==> config.mk <==
export PLATFORM = sky130hd
export DESIGN_NAME = pipe_stage_scheduler
export DESIGN_NICKNAME = d
export VERILOG_FILES = /design/src/rtl/pipe_stage_scheduler.sv
export SDC_FILE = /design/constraint.sdc
export NUM_CORES = 1
export LEC_CHECK = 0
export BUFFER_PORTS_ARGS = -buffer_cell sky130_fd_sc_hd__buf_2
export CELL_PAD_IN_SITES_DETAIL_PLACEMENT = 0
export CELL_PAD_IN_SITES_GLOBAL_PLACEMENT = 1
export CORE_ASPECT_RATIO = 1.5
export CORE_MARGIN = 2
export CORE_UTILIZATION = 40
export DETAILED_ROUTE_END_ITERATION = 16
export MAX_ROUTING_LAYER = met4
export PLACE_DENSITY_LB_ADDON = 0.1
export SLEW_MARGIN = 20
export SYNTH_ARGS = -nofsm -noshare
export SYNTH_HDL_FRONTEND = slang
export SYNTH_SLANG_ARGS = --single-unit
==> constraint.sdc <==
create_clock -name clk -period 1.75 [get_ports clk]
set_clock_uncertainty 0.15 [all_clocks]
set_input_delay 0.0875 -clock clk [delete_from_list [all_inputs] [get_ports clk]]
set_output_delay 0.0875 -clock clk [all_outputs]
set_load 0.005 [all_outputs]
==> src/rtl/pipe_stage_scheduler.sv <==
// Round-robin issue scheduler for a fixed-latency pipeline stage shared by NUM_REQ requesters.
// Optional output backpressure (out_ready, pipe_en stall) is enabled by PIPE_SCHED_BACKPRESSURE_EN.
module pipe_stage_scheduler #(
  parameter int NUM_REQ = 4,
  parameter int LATENCY = 7,
  parameter int TAG_W   = 2
) (
  input  logic               clk,
  input  logic               rst,
  input  logic [NUM_REQ-1:0] req_valid,
`ifdef PIPE_SCHED_BACKPRESSURE_EN
  input  logic               out_ready,
`endif
  output logic [NUM_REQ-1:0] req_ready,
  output logic               issue_valid,
  output logic [TAG_W-1:0]   issue_sel,
  output logic               pipe_en,
  output logic               out_valid,
  output logic [TAG_W-1:0]   out_tag,
  output logic               busy
);

  localparam logic [TAG_W:0] NUM_REQ_X = (TAG_W+1)'(NUM_REQ);

  logic [TAG_W-1:0]         r_rr_ptr;
  logic [LATENCY-1:0]       r_vld;
  logic [LATENCY*TAG_W-1:0] r_tag;

  logic [TAG_W-1:0] w_cand [NUM_REQ];
  logic [TAG_W-1:0] w_pick;
  logic             w_found;

  // Candidate index for each search offset, wrapped modulo NUM_REQ (need not be a power of two).
  genvar gi;
  generate
    for (gi = 0; gi < NUM_REQ; gi++) begin : g_cand
      logic [TAG_W:0] w_sum;
      assign w_sum       = {1'b0, r_rr_ptr} + (TAG_W+1)'(gi);
      assign w_cand[gi]  = (w_sum >= NUM_REQ_X) ? TAG_W'(w_sum - NUM_REQ_X) : w_sum[TAG_W-1:0];
    end
  endgenerate

  always_comb begin
    w_found = 1'b0;
    w_pick  = '0;
    for (int k = 0; k < NUM_REQ; k++) begin
      if (!w_found && req_valid[w_cand[k]]) begin
        w_found = 1'b1;
        w_pick  = w_cand[k];
      end
    end
  end

`ifdef PIPE_SCHED_BACKPRESSURE_EN
  assign pipe_en = ~out_valid | out_ready;
`else
  assign pipe_en = 1'b1;
`endif

  // Grant is suppressed while in reset or stalled so nothing transfers unrecorded.
  assign issue_valid = w_found & pipe_en & ~rst;
  assign issue_sel   = issue_valid ? w_pick : '0;
  assign req_ready   = issue_valid ? (NUM_REQ'(1) << w_pick) : '0;

  always_ff @(posedge clk or posedge rst) begin
    if (rst) begin
      r_rr_ptr <= '0;
      r_vld    <= '0;
      r_tag    <= '0;
    end else if (pipe_en) begin
      r_vld <= (r_vld << 1) | LATENCY'(issue_valid);
      r_tag <= (r_tag << TAG_W) | (LATENCY*TAG_W)'(issue_sel);
      if (issue_valid)
        r_rr_ptr <= (issue_sel == TAG_W'(NUM_REQ-1)) ? '0 : issue_sel + TAG_W'(1);
    end
  end

  assign out_valid = r_vld[LATENCY-1];
  assign out_tag   = r_tag[LATENCY*TAG_W-1 -: TAG_W];
  assign busy      = |r_vld;

endmodule

# ---- Word-level counts from Yosys, hierarchy flattened
# Index checks and enable logic that the tools add are counted.
dict set report op_classes {
  order_cmp 8
  reduce_logical 7
  div 0
  n_bitwise 4
  multipliers 0
  n_eq_ne 1
  n_addsub 8
  n_shift 1
  n_mux 23
}
# operator n
set op_table {}
lappend op_table {{$mux W2} 10}
lappend op_table {{$or A14 B2 Y14} 1}
lappend op_table {{$lt A2 B3 Y1 const B} 4}
lappend op_table {{$ge A3 B3 Y1 const B} 3}
lappend op_table {{$bmux W1 S2} 4}
lappend op_table {{$mux W1} 8}
lappend op_table {{$sub A2 B1 Y2 const B} 4}
lappend op_table {{$or A7 B1 Y7} 1}
lappend op_table {{$reduce_or A7 Y1} 1}
lappend op_table {{$add A2 B2 Y3 const B} 2}
lappend op_table {{$mux W4} 1}
lappend op_table {{$shl A1 B2 Y4 const A} 1}
lappend op_table {{$add A2 B1 Y3 const B} 1}
lappend op_table {{$ge A2 B3 Y1 const B} 1}
lappend op_table {{$logic_and A1 B1 Y1} 3}
lappend op_table {{$logic_not A1 Y1} 3}
lappend op_table {{$add A2 B1 Y2 const B} 1}
lappend op_table {{$eq A2 B2 Y1 const B} 1}
lappend op_table {{$and A1 B1 Y1} 1}
lappend op_table {{$not A1 Y1} 1}
dict set report word_totals {
  latchBits 0
  output_inout_bits 12
  memories 0
  ramBits 0
  wordCells 55
  mem_bits_ro 0
  ff_bits 23
}

# ---- Logic depth before layout (Yosys ltp)
# Gate-level depths: netlist of the first run.
dict set report depth {
  depth_word 18
  ltp_mapped 5
  ltp_nobuf 5
}

# ---- Worst setup path before layout of the first run
# OpenSTA, ideal clock, no wires.
dict set report synth_timing {
  path_kind {register to output}
  start {register r_rr_ptr[0]}
  end {output req_ready[2]}
  arrival_time_ns 1.259
  path_slack_ns 0.253
  path_stages_with_launch 6
  path_buffers 0
  path_cell_list {dfrtp_1 -> nand2b_1 -> nor2b_1 -> o32a_2 -> and2_1 -> and2b_1}
}
dict set report synth_between {
  elab_chain_cells 16
  word_cells_on_any_way 40
}
# item line
set synth_rtl {}
lappend synth_rtl {{from (decl)} 25} ;# logic [TAG_W-1:0] r_rr_ptr;
lappend synth_rtl {{from (signal assigned)} 74} ;# r_rr_ptr <= (issue_sel == TAG_W'(NUM_REQ-1)) ? '0 : issue_sel + TAG_W'(1);
lappend synth_rtl {{branches (longest 15 deep; another with $add A2 B1 Y3)} -}
lappend synth_rtl {{$mux W4 *} 63} ;# assign req_ready = issue_valid ? (NUM_REQ'(1) << w_pick) : '0;
lappend synth_rtl {{to (decl)} 14} ;# output logic [NUM_REQ-1:0] req_ready,
# Every way passes the cells marked *. The select of a mux whose other input is x is not followed.

# ---- Worst setup path after layout of the first run
# Ends and elaborated chain as after synthesis.

==> results of run 1 <==
power groups by stage:
stage	Clock, W	Combinational [W]	Sequential (W)
after floorplan	0	0.000166	0.000685
after global placement	0	0.000256	0.000681
after detailed placement	0	0.000255	0.000684
after CTS	0.000257	0.000318	0.000674
after global routing	0.000283	0.000379	0.000690
final	0.000243	0.000346	0.000674
per-stage QoR:
| step | worst slack (ns) | power (W) |
|---|---|---|
| 3_5_place_dp | 0.112 | 0.000938 |
| 3_3_place_gp | 0.127 | 0.000937 |
| 6_report | -0.142 | 0.00126 |
| 5_1_grt | -0.219 | 0.00135 |
| 4_1_cts | -0.202 | 0.00125 |
| 2_1_floorplan | 0.253 | 0.000851 |
area by class of cell:
cell class / count / area (sq um) / area share, %
inverters: 3 / 11.3 / 1.12
repair buffers: 24 / 149 / 14.9
flip-flops and latches: 23 / 577 / 57.6
clock buffers: 3 / 22.5 / 2.25
well taps: 21 / 26.3 / 2.62
clock inverters: 1 / 7.51 / 0.749
multi-input cells: 26 / 209 / 20.8
cell usage after synthesis (2+ instances only):
master	instances
sky130_fd_sc_hd__nor4_1	3
sky130_fd_sc_hd__buf_4	3
sky130_fd_sc_hd__nand2b_1	2
sky130_fd_sc_hd__a21oi_1	3
sky130_fd_sc_hd__nor2_1	4
sky130_fd_sc_hd__inv_1	3
sky130_fd_sc_hd__dfrtp_1	23
sky130_fd_sc_hd__nand2_1	2
flip-flops by register name, summed over array words and instances, names as in the netlist:
name and cells:
r_rr_ptr 2, r_tag 14, r_vld 7
cell usage in the layout (no fill, tap or decap), types with 3 or more instances in the layout:
master,netlist,layout
sky130_fd_sc_hd__inv_1,3,3
sky130_fd_sc_hd__buf_2,0,15
sky130_fd_sc_hd__clkbuf_4,0,3
sky130_fd_sc_hd__nor4_1,3,3
sky130_fd_sc_hd__buf_4,3,7
sky130_fd_sc_hd__dfrtp_1,23,22
sky130_fd_sc_hd__a21oi_1,3,3
sky130_fd_sc_hd__nor2_1,4,3
path summary, 6_finish.rpt:
check	startpoint	slack [ns]	end	cells after the start
min in group asynchronous	rst	0.17	r_rr_ptr[1]	3
setup / recovery	r_rr_ptr[0]	-0.14	req_ready[2]	6
max in group asynchronous	rst	0.76	r_rr_ptr[0]	4
setup reg to reg	r_rr_ptr[0]	0.04	r_rr_ptr[0]	7
hold reg to reg	r_tag[3]	0.21	r_tag[5]	0
hold / removal	req_valid[2]	0.13	r_vld[0]	3
worst min-delay path, stage by stage:
cell and delay [ns]:
sky130_fd_sc_hd__buf_2 0.09, sky130_fd_sc_hd__nor4_1 0.07, sky130_fd_sc_hd__nor2_2 0.26
kinds of logic after synthesis:
kind of cell | synth area share [%]
other cells | 0.478
xor+xnor | 1.12
flops | 73.4
simple gates | 12.1
compound gates | 8.61
buf+inv | 4.31
per-layer routing:
metal | up-vias | part of all wire, % | global-route usage, %
met1 | 230 | 47 | 17.9
met4 | 0 | 0 | 5.91
met5 | - | 0 | -
met2 | 17 | 47 | 18.0
li1 | 227 | - | -
met3 | 0 | 5.9 | 3.45
what timing repair did:
item / CTS / global route
endpoints found under the setup margin: 6 / 8
hold endpoints to repair: 24 / 0
hold buffers: 1 / 0
buffers inserted: 3 / 2
pin swaps: 2 / 1
resized for setup: 5 / 3
==> summary.md, run 1 <==
The run finished, with violations left. The final reports fail on negative setup slack. TritonCTS built the clock tree.

The run gives 2 as the buffer depth of the longest clock path. In the routed layout, each cell is associated on average with a via count of 4.69. For the worst setup path, the data required time is 1.51 ns. Entering global routing, the biggest net connects 16 pins.

The die is 40.2 um wide. Cell internal power was estimated by the tool at 0.000917 W. STA classifies the critical path startpoint as a flip-flop.

The wire-length estimate of the detail-placed layout is 813 um. The cell count after placement is 91, and the post-layout utilization of the core is 54.8%. The logs give 61 for the net count after synthesis and 1190 um for the routed wire length. The synthesized area per cell was 14.3 sq um; the accumulated negative setup slack was -0.640 ns. The run gives 20 as the count of different cell masters after synthesis.

Counting flops with a built-in enable in the synthesized netlist gives 0. Dividing the detail-routed wire length by the instance count gives 11.8 um. The portion of the post-synthesis area used by sequential elements was 73.4%; the via total after detailed routing was 474. The final critical path takes up 108% of the cycle. Across the run, the number of max-cap violations was 0. Clock tree synthesis inserted a total of 3 buffers. Walking the worst path, the cells encountered are nand2b_4 > nor2b_4 > o32a_4 > and2_4 > and2b_1 > buf_2. In this run, synthesis produced a sequential element count of 23.

The number of fill cells came out at 167. The maximum clock frequency was 529 MHz; the area share of the largest cell type after synthesis was 73.4%. The max-slew violation count is 0, and the placed standard-cell area is 883 sq um. After clock tree synthesis, the clock-pin slew on the worst setup and hold paths is 0.12 ns. The tree is rooted in a sky130_fd_sc_hd__clkbuf_4. The first-pass iteration count of the detailed router is 2, and the combined global-route utilization of all metal layers is 13.1%. In this design, the stage delay of the slowest critical-path cell is 0.46 ns. Port buffering added 16 buffers. The count of final hold-check violations came out at 0.

The mapped netlist covers 785 sq um. The most used flip-flop cell after synthesis is sky130_fd_sc_hd__dfrtp_1. For the final net count, the log shows 87. Setup repair after global routing could not meet its margin everywhere.

The violation count after the first detailed-routing iteration is 5, and the ratio of cells with drive above 1 in the final layout is 46.3%. The die covers 0.00234 sq mm. The number of buffer and inverter stages on the critical path came out at 1. Slowest cell on the critical path: sky130_fd_sc_hd__dfrtp_2.

The first global-routing pass estimated 2040 um of wire. Sequential cells burn 53.4% of the power. The floorplan has 19 rows.

Global routing finished with a remaining overflow of 0. The worst slack on hold paths was 0.132 ns. Net switching is 27.4% of the power.

The die is 58.2 um tall. The number of ports placed on the die boundary came out at 18. Of all flip-flops after synthesis, the portion carrying an async set or reset was 100%.

The antenna diode count is 0, and the antenna violation net count after detailed routing is 0. The minimum clock period was 1.89 ns. With fillers left out, the area of the finished cells amounts to 0.00100 sq mm.

The number of global-route vias before repair was 451. Kind of critical path: reg2out. Of all nets on the critical path, the largest fanout is 4. Setup violations remaining at the end of the flow were counted as 6.

Compared with the post-synthesis result, the final layout area differs by 27.8%. The worst hold path belongs to the class in2reg. The worst-case IR drop observed on VDD is 0.573 mV. For this run, the number of standard cells in the final layout without fillers is 101. For this configuration, the core starts out at a cell density of 42.9%. The leading area contributor after synthesis is sky130_fd_sc_hd__dfrtp_1.

The clock latency of the later-clocked register in the worst-skew pair came out at 0.31 ns. The total number of yosys warnings is 0, and the portion of total power attributed to combinational logic is 27.4%. The placeable core region is 0.00183 sq mm, and the data arrival time of the critical path is 1.65 ns.

For the final setup slack of the worst path, the log shows -0.142 ns. Maximum level of the CTS H-tree: 1. Grouping stages by cell kind, the critical path spends the most delay in simple AND/OR/NAND/NOR gates. In the post-synthesis netlist, the biggest area contributors are sky130_fd_sc_hd__dfrtp_1 73%, sky130_fd_sc_hd__a221oi_4 3.3%, sky130_fd_sc_hd__buf_4 2.9%.

The analysis attributes to net switching a power of 0.000347 W. Initial antenna violation count: 0. The routability congestion estimate from global placement was 0.710. The worst setup path is captured at an output pin.

For this run, design rule violations remaining after detail routing come to 0. The clock drives 23 sinks. Synthesis produced 55 cells.

For this design the ratio of total power to cell area is 1260 mW/mm^2. The tools report the leakage power as 0.512 nW. The share of power burned in the clock network was 19.2%.
Note: power is estimated with default switching activity, not from simulation.
==> inputs of run 2 (changes only) <==
Settings changed: RECOVER_POWER set to 100.
==> run 2 against run 1 <==
The flow still finishes with violations (negative setup slack). Count of clock-buffer cells in the layout unchanged. Critical path depth unchanged. Worst setup slack about the same. Via count down 0.42%. Total power down 0.36%. Clock power about the same. First-iteration DRC count unchanged. Sequential power about the same. Combinational power down 1%. Utilization down 0.41 points. Highest routed layer unchanged.
==> summary.md, run 2 (synthesis results as in run 1) <==
The tools report the antenna violation net count after detailed routing as 0 (unchanged). The vias per cell came out at 4.67 (-0.42%). The count of input and output buffers was 16 (unchanged); the global-route wire length before repair was 2040 um (unchanged).

The accumulated negative setup slack was -0.635 ns (+0.00501 ns). For the largest net degree at the start of global routing, the log shows 16 (unchanged). The maximum level of the CTS H-tree is 1 (unchanged), and the maximum clock frequency is 529 MHz (about the same).

The number of global-route vias before repair was 451 (unchanged); the number of standard cells in the final layout excluding fillers was 101 (unchanged). TritonCTS built the clock tree. The final setup slack of the worst path was -0.142 ns (-0.0000360 ns); the die area was 0.00234 sq mm (unchanged).

The minimum clock period was 1.89 ns (+0.0000360 ns). The run gives 54.3% (-0.41 points) as the post-layout utilization of the core. The hold path endpoint was r_vld[0]. The worst hold path cell count is 3 (unchanged), and the remaining design rule violation count is 0 (unchanged).

The run gives 17.9% (unchanged) as the global-route met1 utilization. Startpoint of the most critical register-to-register path: r_rr_ptr[0]. The library cell used most frequently in the layout, excluding fill and tap cells, is sky130_fd_sc_hd__dfrtp_1.

The initial core utilization is 42.9% (unchanged), and the placeable core region is 0.00183 sq mm (unchanged). Remaining global-route overflow: 0 (unchanged). The worst setup path is of the reg2out kind. The final net count is 87 (unchanged), and the setup slack after placement is 0.112 ns (unchanged). The minimum setup slack among reg-to-reg paths is 0.04 ns (about the same), and the count of final hold-check violations is 0 (unchanged).

The fraction of the cycle the final worst path needs works out to 108% (about the same). Sum of net half-perimeters after detailed placement: 813 um (unchanged). The via total after detailed routing was 472 (-0.42%).

The combined global-route utilization of all metal layers is 13.1% (unchanged). Buffer depth of the longest clock path: 2 (unchanged). The endpoint of the lowest-slack register-to-register path is r_rr_ptr[0]. The run finished, with violations left.

The max capacitance violation total was 0 (unchanged); the cell count after placement was 91 (unchanged). Antenna diode count: 0 (unchanged). Counting flops per register, the top entry is r_tag. The largest registers in the layout are r_tag (14), r_vld (7), r_rr_ptr (2). The path class of the tightest hold or removal check is in2reg. The cell sitting at the root of the clock tree is a sky130_fd_sc_hd__clkbuf_4. The flip-flop count of the largest register, all copies and words added was 14 (unchanged).

The routability congestion estimate from global placement was 0.710 (unchanged); the worst reg2reg path depth was 7 (unchanged). The most utilized layer in the global route result was met2. The violation count after the first detailed-routing iteration came out at 5 (unchanged). The number of clock sinks came out at 23 (unchanged). Overall die height: 58.2 um (unchanged).

The met3 layer usage reported by global route was 3.45% (unchanged); the first-pass iteration count of the detailed router was 2 (unchanged). The areal power density over the cells was 1270 mW/mm^2 (+0.39%). The number of core rows was 19 (unchanged); the number of buffers created by CTS was 3 (unchanged). Setup repair after global routing could not meet its margin everywhere.

The checks that failed: negative setup slack. The area growth from synthesis to layout is 26.8%. The start point of the worst min-delay path was req_valid[2]. In the layout the commonest cells are 22 x sky130_fd_sc_hd__dfrtp_1, 11 x sky130_fd_sc_hd__buf_2, 5 x sky130_fd_sc_hd__buf_4, 4 x sky130_fd_sc_hd__clkbuf_4, 4 x sky130_fd_sc_hd__clkbuf_1.

The largest fanout on the critical path is 4 (unchanged), and the worst vdd rail ir drop is 0.571 mV (-0.26%). The post-detailed-route wirelength per cell is 11.8 um (+0.42%). The ratio of cells with drive above 1 in the final layout works out to 41.3% (-5.0 points).

The run gives 1.51 ns (about the same) as the endpoint required time on the critical path. Met2 track utilization from global routing: 18.0% (unchanged). The clock latency of the later-clocked register in the worst-skew pair came out at 0.31 ns (about the same). The routed wire length was 1190 um (+0.42%); the number of ports placed on the die boundary was 18 (unchanged). The tools report the category of the worst setup path capture point as an output pin. The tools report the data arrival time of the critical path as 1.65 ns (about the same). The initial antenna violation count is 0 (unchanged). The clock-pin slew of the registers on the worst-case setup and hold paths is 0.12 ns (about the same).

The leakage power was 0.499 nW (-2.7%). The logs give 0 (unchanged) for the max-slew violation count and 6 (unchanged) for the setup violation total in the final timing report. The width of the chip was 40.2 um (unchanged).

The tools report the critical path startpoint category as a flip-flop.
==> run 2: cell type report <==
class / count / area (sq um)
Fill cell: 172 / 836
Tap cell: 21 / 26.3
Multi-Input combinational cell: 26 / 209
Inverter: 3 / 11.3
Timing Repair Buffer: 24 / 141
Sequential cell: 23 / 577
Clock buffer: 3 / 22.5
Clock inverter: 1 / 7.51
==> run 2: worst max-delay path, stage by stage (launching register included) <==
cell and delay [ns]:
sky130_fd_sc_hd__dfrtp_2 0.46, sky130_fd_sc_hd__nand2b_4 0.15, sky130_fd_sc_hd__nor2b_4 0.12, sky130_fd_sc_hd__o32a_4 0.19, sky130_fd_sc_hd__and2_4 0.16, sky130_fd_sc_hd__and2b_1 0.14
sky130_fd_sc_hd__buf_2 0.12
==> run 2: worst max-delay path by stage <==
stage	startpoint	to	slack, ns	depth (start not counted)
floorplan	r_rr_ptr[0]	req_ready[2]	0.25	5
global placement	r_rr_ptr[0]	req_ready[1]	0.13	6
detailed placement	r_rr_ptr[0]	req_ready[2]	0.11	6
CTS	r_rr_ptr[0]	req_ready[2]	-0.20	5
global route	r_rr_ptr[0]	req_ready[2]	-0.22	6
finish	r_rr_ptr[0]	req_ready[2]	-0.14	6
==> run 2: repair_timing <==
| item | CTS | global route |
|---|---|---|
| buffers inserted | 3 | 2 |
| hold buffers | 1 | 0 |
| setup endpoints to repair | 6 | 8 |
| pin swaps | 2 | 1 |
| hold endpoints to repair | 24 | 0 |
| gates resized for setup | 5 | 3 |
==> run 2: per-layer routing <==
layer / part of all wire [%] / vias to the layer above
met3: 5.9 / 0
li1: - / 227
met4: 0 / 0
met2: 47 / 17
met5: 0 / -
met1: 47 / 228
==> run 2: power breakdown <==
group	leakage [nW]	switching (W)	internal, W
combinational	0.200	0.000148	0.000194
clock	0.0139	0.000156	0.0000871
sequential	0.285	0.0000431	0.000632
total	0.499	0.000347	0.000913
==> run 2: metrics by stage <==
step	total power [W]	hold slack, ns	area, sq um
final	0.00126	0.131	995
after global routing	0.00135	0.189	995
after CTS	0.00125	0.0893	972
after detailed placement	0.000938	-0.0664	883
after global placement	0.000937	-0.0789	883
after floorplan	0.000851	-0.0606	785
==> inputs of run 3 (changes only) <==
Settings changed: CORE_ASPECT_RATIO 1.5 to unset, RECOVER_POWER 100 to 50.
==> run 3 against run 2 <==
The flow still finishes with violations (negative setup slack). Count of clock-buffer cells in the layout increased by 1. Total power decreased by 2.4%. Combinational power decreased by 5%. Via count decreased by 0.85%. Utilization decreased by 2.8 points. Die area decreased by 0.32%. Register-to-register slack improved by 0.09 ns.
==> summary.md, run 3 (synthesis results as in run 1) <==
The run gives 802 um (-1.4%) as the sum of net half-perimeters after detailed placement. The tools report the antenna violation net count after detailed routing as 0 (unchanged). The global-route wire length before repair is 1770 um (-13%). For hold timing, the worst endpoint is r_tag[1]. The worst register-to-register path ends at r_rr_ptr[1]. The largest registers in the layout are r_tag (14), r_vld (7), r_rr_ptr (2). The logs give 0 (unchanged) for the count of final hold-check violations and 12.2% (-0.97 points) for the combined global-route utilization of all metal layers. The number of buffer and inverter stages on the critical path works out to 1 (unchanged). The ratio of cells with drive above 1 in the final layout came out at 43.0% (+1.8 points). The max capacitance violation total is 0 (unchanged), and the areal power density over the cells is 1260 mW/mm^2 (-0.87%).

STA classifies the critical path endpoint as an output pin. The accumulated negative setup slack is -0.448 ns (+0.187 ns), and the post-detailed-route wirelength per cell is 11.0 um (-7.0%). The run gives 0 (unchanged) as the max-slew violation count. Data arrival time of the critical path: 1.64 ns (about the same). The run gives 41.2% (-1.6 points) as the initial core utilization. By startpoint and endpoint, the worst setup path is classified as reg2out. The logs give 5 (-1) for the setup violation total in the final timing report and 468 (-0.85%) for the via total after detailed routing. The run gives 54.1% (+0.5 points) as the relative contribution of sequential cells to total power. The minimum setup slack among reg-to-reg paths was 0.13 ns (+0.09 ns).

The logs give 0.810 (+14%) for the routability congestion estimate from global placement and -0.125 ns (+0.0166 ns) for the final setup slack of the worst path. The number of ports placed on the die boundary is 18 (unchanged), and the maximum clock frequency is 533 MHz (+0.89%). The tools report the number of buffers created by CTS as 3 (unchanged). TritonCTS built the clock tree. The total internal power came out at 0.000901 W (-1.3%). The worst reg2reg path depth is 6 (-1). Width of the chip: 48.3 um (+20%).

The tools report the switching component of the power as 0.000329 W (-5.3%). The clock latency of the later-clocked register in the worst-skew pair was 0.31 ns (about the same); the share of power burned in the clock network was 19.4% (about the same). Overall die height: 48.3 um (-17%). The biggest cell delay along the critical path is 0.44 ns (-0.02 ns). The flip-flop count of the largest register, all copies and words added works out to 14 (unchanged). The run gives 0 (unchanged) as the remaining design rule violation count.

Slowest cell on the critical path: sky130_fd_sc_hd__dfrtp_1. The run gives 1.51 ns (about the same) as the endpoint required time on the critical path. Traced cell by cell, the critical path runs through nand2b_4 > nor2b_4 > o32a_2 > and2_4 > and2b_1 > buf_2.

Relative to the synthesized area, the layout overhead comes to 24.9%. The tools report the final instance area as 980 sq um (-1.5%). The leakage power was 0.503 nW (+0.94%).

For the final net count, the log shows 86 (-1.1%). Number of global-route vias before repair: 398 (-12%). The run gives 16 (unchanged) as the largest net degree at the start of global routing. The violation count after the first detailed-routing iteration came out at 2 (-3).

Start point of the worst min-delay path: req_valid[3]. The worst hold path cell count works out to 3 (unchanged). The number of core rows came out at 16 (-3). The final reports fail on negative setup slack. Fraction of the cycle the final worst path needs: 107% (-0.95 points). Clock-pin slew of the registers on the worst-case setup and hold paths: 0.13 ns (about the same). The tools report the placed standard-cell area as 891 sq um (+0.85%).

In the layout the commonest cells are 23 x sky130_fd_sc_hd__dfrtp_1, 16 x sky130_fd_sc_hd__buf_2, 6 x sky130_fd_sc_hd__buf_4. The logs give 1 (unchanged) for the maximum level of the CTS H-tree and 0.722 mV (+26%) for the worst vdd rail ir drop. The switching part of the total was 26.7% (-0.82 points). Setup repair after global routing could not meet its margin everywhere. The number of clock sinks was 23 (unchanged); the minimum clock period was 1.87 ns (-0.0166 ns).

The tools report the initial antenna violation count as 0 (unchanged). The family of cells with the greatest summed delay on the critical path is simple AND/OR/NAND/NOR gates. The startpoint of the most critical register-to-register path is r_rr_ptr[0]. The worst hold-check path type was in2reg.

The run gives 0 (unchanged) as the remaining global-route overflow. The first-pass iteration count of the detailed router was 2 (unchanged); the portion of total power attributed to combinational logic was 26.5% (-0.6 points). The most common cell after layout, fill and taps aside was sky130_fd_sc_hd__dfrtp_1. Antenna diode count: 0 (unchanged). The tools report the CTS root buffer as sky130_fd_sc_hd__clkbuf_4. Vias per cell: 4.42 (-5.5%).

The worst setup path is launched from a flip-flop. The largest register by flop count was r_tag. The largest fanout on the critical path is 4 (unchanged), and the die area is 0.00233 sq mm (-0.32%).

The run finished, with violations left. Buffer depth of the longest clock path: 2 (unchanged). The routed wire length was 1160 um (-2.3%); the count of input and output buffers was 16 (unchanged).

The placeable core region was 0.00190 sq mm (+3.9%).
-- run 3: cell count changes in the layout (fill, tap and decap cells not counted), sizes merged --
cell and delta:
clkinvlp -1, clkbuf -5, buf +5
-- run 3: cell type report --
cell class	instances	area, sq um
Tap cell	27	33.8
Fill cell	186	922
Clock buffer	4	26.3
Inverter	3	11.3
Sequential cell	23	576
Timing Repair Buffer	23	135
Multi-Input combinational cell	26	198
-- run 3: stage by stage --
stage / total power (W) / setup slack [ns] / util [%] / hold slack [ns] / instances
2_1_floorplan: 0.000851 / 0.253 / - / -0.0606 / 55
3_3_place_gp: 0.000933 / 0.136 / 46.8 / -0.0743 / 97
3_5_place_dp: 0.000936 / 0.125 / 46.8 / -0.0717 / 97
4_1_cts: 0.00123 / -0.132 / 51.0 / 0.0928 / 106
5_1_grt: 0.00132 / -0.272 / 51.5 / 0.0964 / 106
6_report: 0.00123 / -0.125 / 51.5 / 0.102 / 106
-- run 3: what timing repair did --
| item | in CTS | in global routing |
|---|---|---|
| endpoints found under the hold margin | 24 | 0 |
| pin swaps | 2 | 2 |
| buffers inserted | 4 | 0 |
| hold buffers | 1 | 0 |
| gates resized for setup | 3 | 2 |
| endpoints found under the setup margin | 6 | 7 |
-- run 3: power by group through the flow --
stage	sequential, W	clock, W	combinational (W)
CTS	0.000669	0.000242	0.000321
finish	0.000666	0.000238	0.000325
global route	0.000681	0.000275	0.000362
detailed placement	0.000683	0	0.000253
global placement	0.000680	0	0.000254
floorplan	0.000685	0	0.000166
-- run 3: worst max-delay path by stage --
stage,start,to,slack [ns],depth (start not counted)
after floorplan,r_rr_ptr[0],req_ready[2],0.25,5
after global placement,r_rr_ptr[0],req_ready[2],0.14,6
after detailed placement,r_rr_ptr[0],req_ready[2],0.13,6
after CTS,r_rr_ptr[0],req_ready[2],-0.13,5
after global routing,r_rr_ptr[0],req_ready[1],-0.27,6
final,r_rr_ptr[0],req_ready[2],-0.12,6
-- run 3: worst reg2reg max path: stages, from the launching register on --
cell and delay [ns]:
sky130_fd_sc_hd__dfrtp_1 0.42, sky130_fd_sc_hd__nor2b_2 0.06, sky130_fd_sc_hd__a21o_1 0.18, sky130_fd_sc_hd__a221oi_4 0.32, sky130_fd_sc_hd__buf_4 0.17, sky130_fd_sc_hd__xnor2_1 0.11, sky130_fd_sc_hd__a21oi_1 0.08
-- run 3: routing by layer --
metal	up-vias	GRT usage (%)	wire, um
met1	227	14.1	568
met3	0	6.67	62
li1	226	-	-
met4	0	4.86	0
met2	15	17.4	533
met5	-	-	0
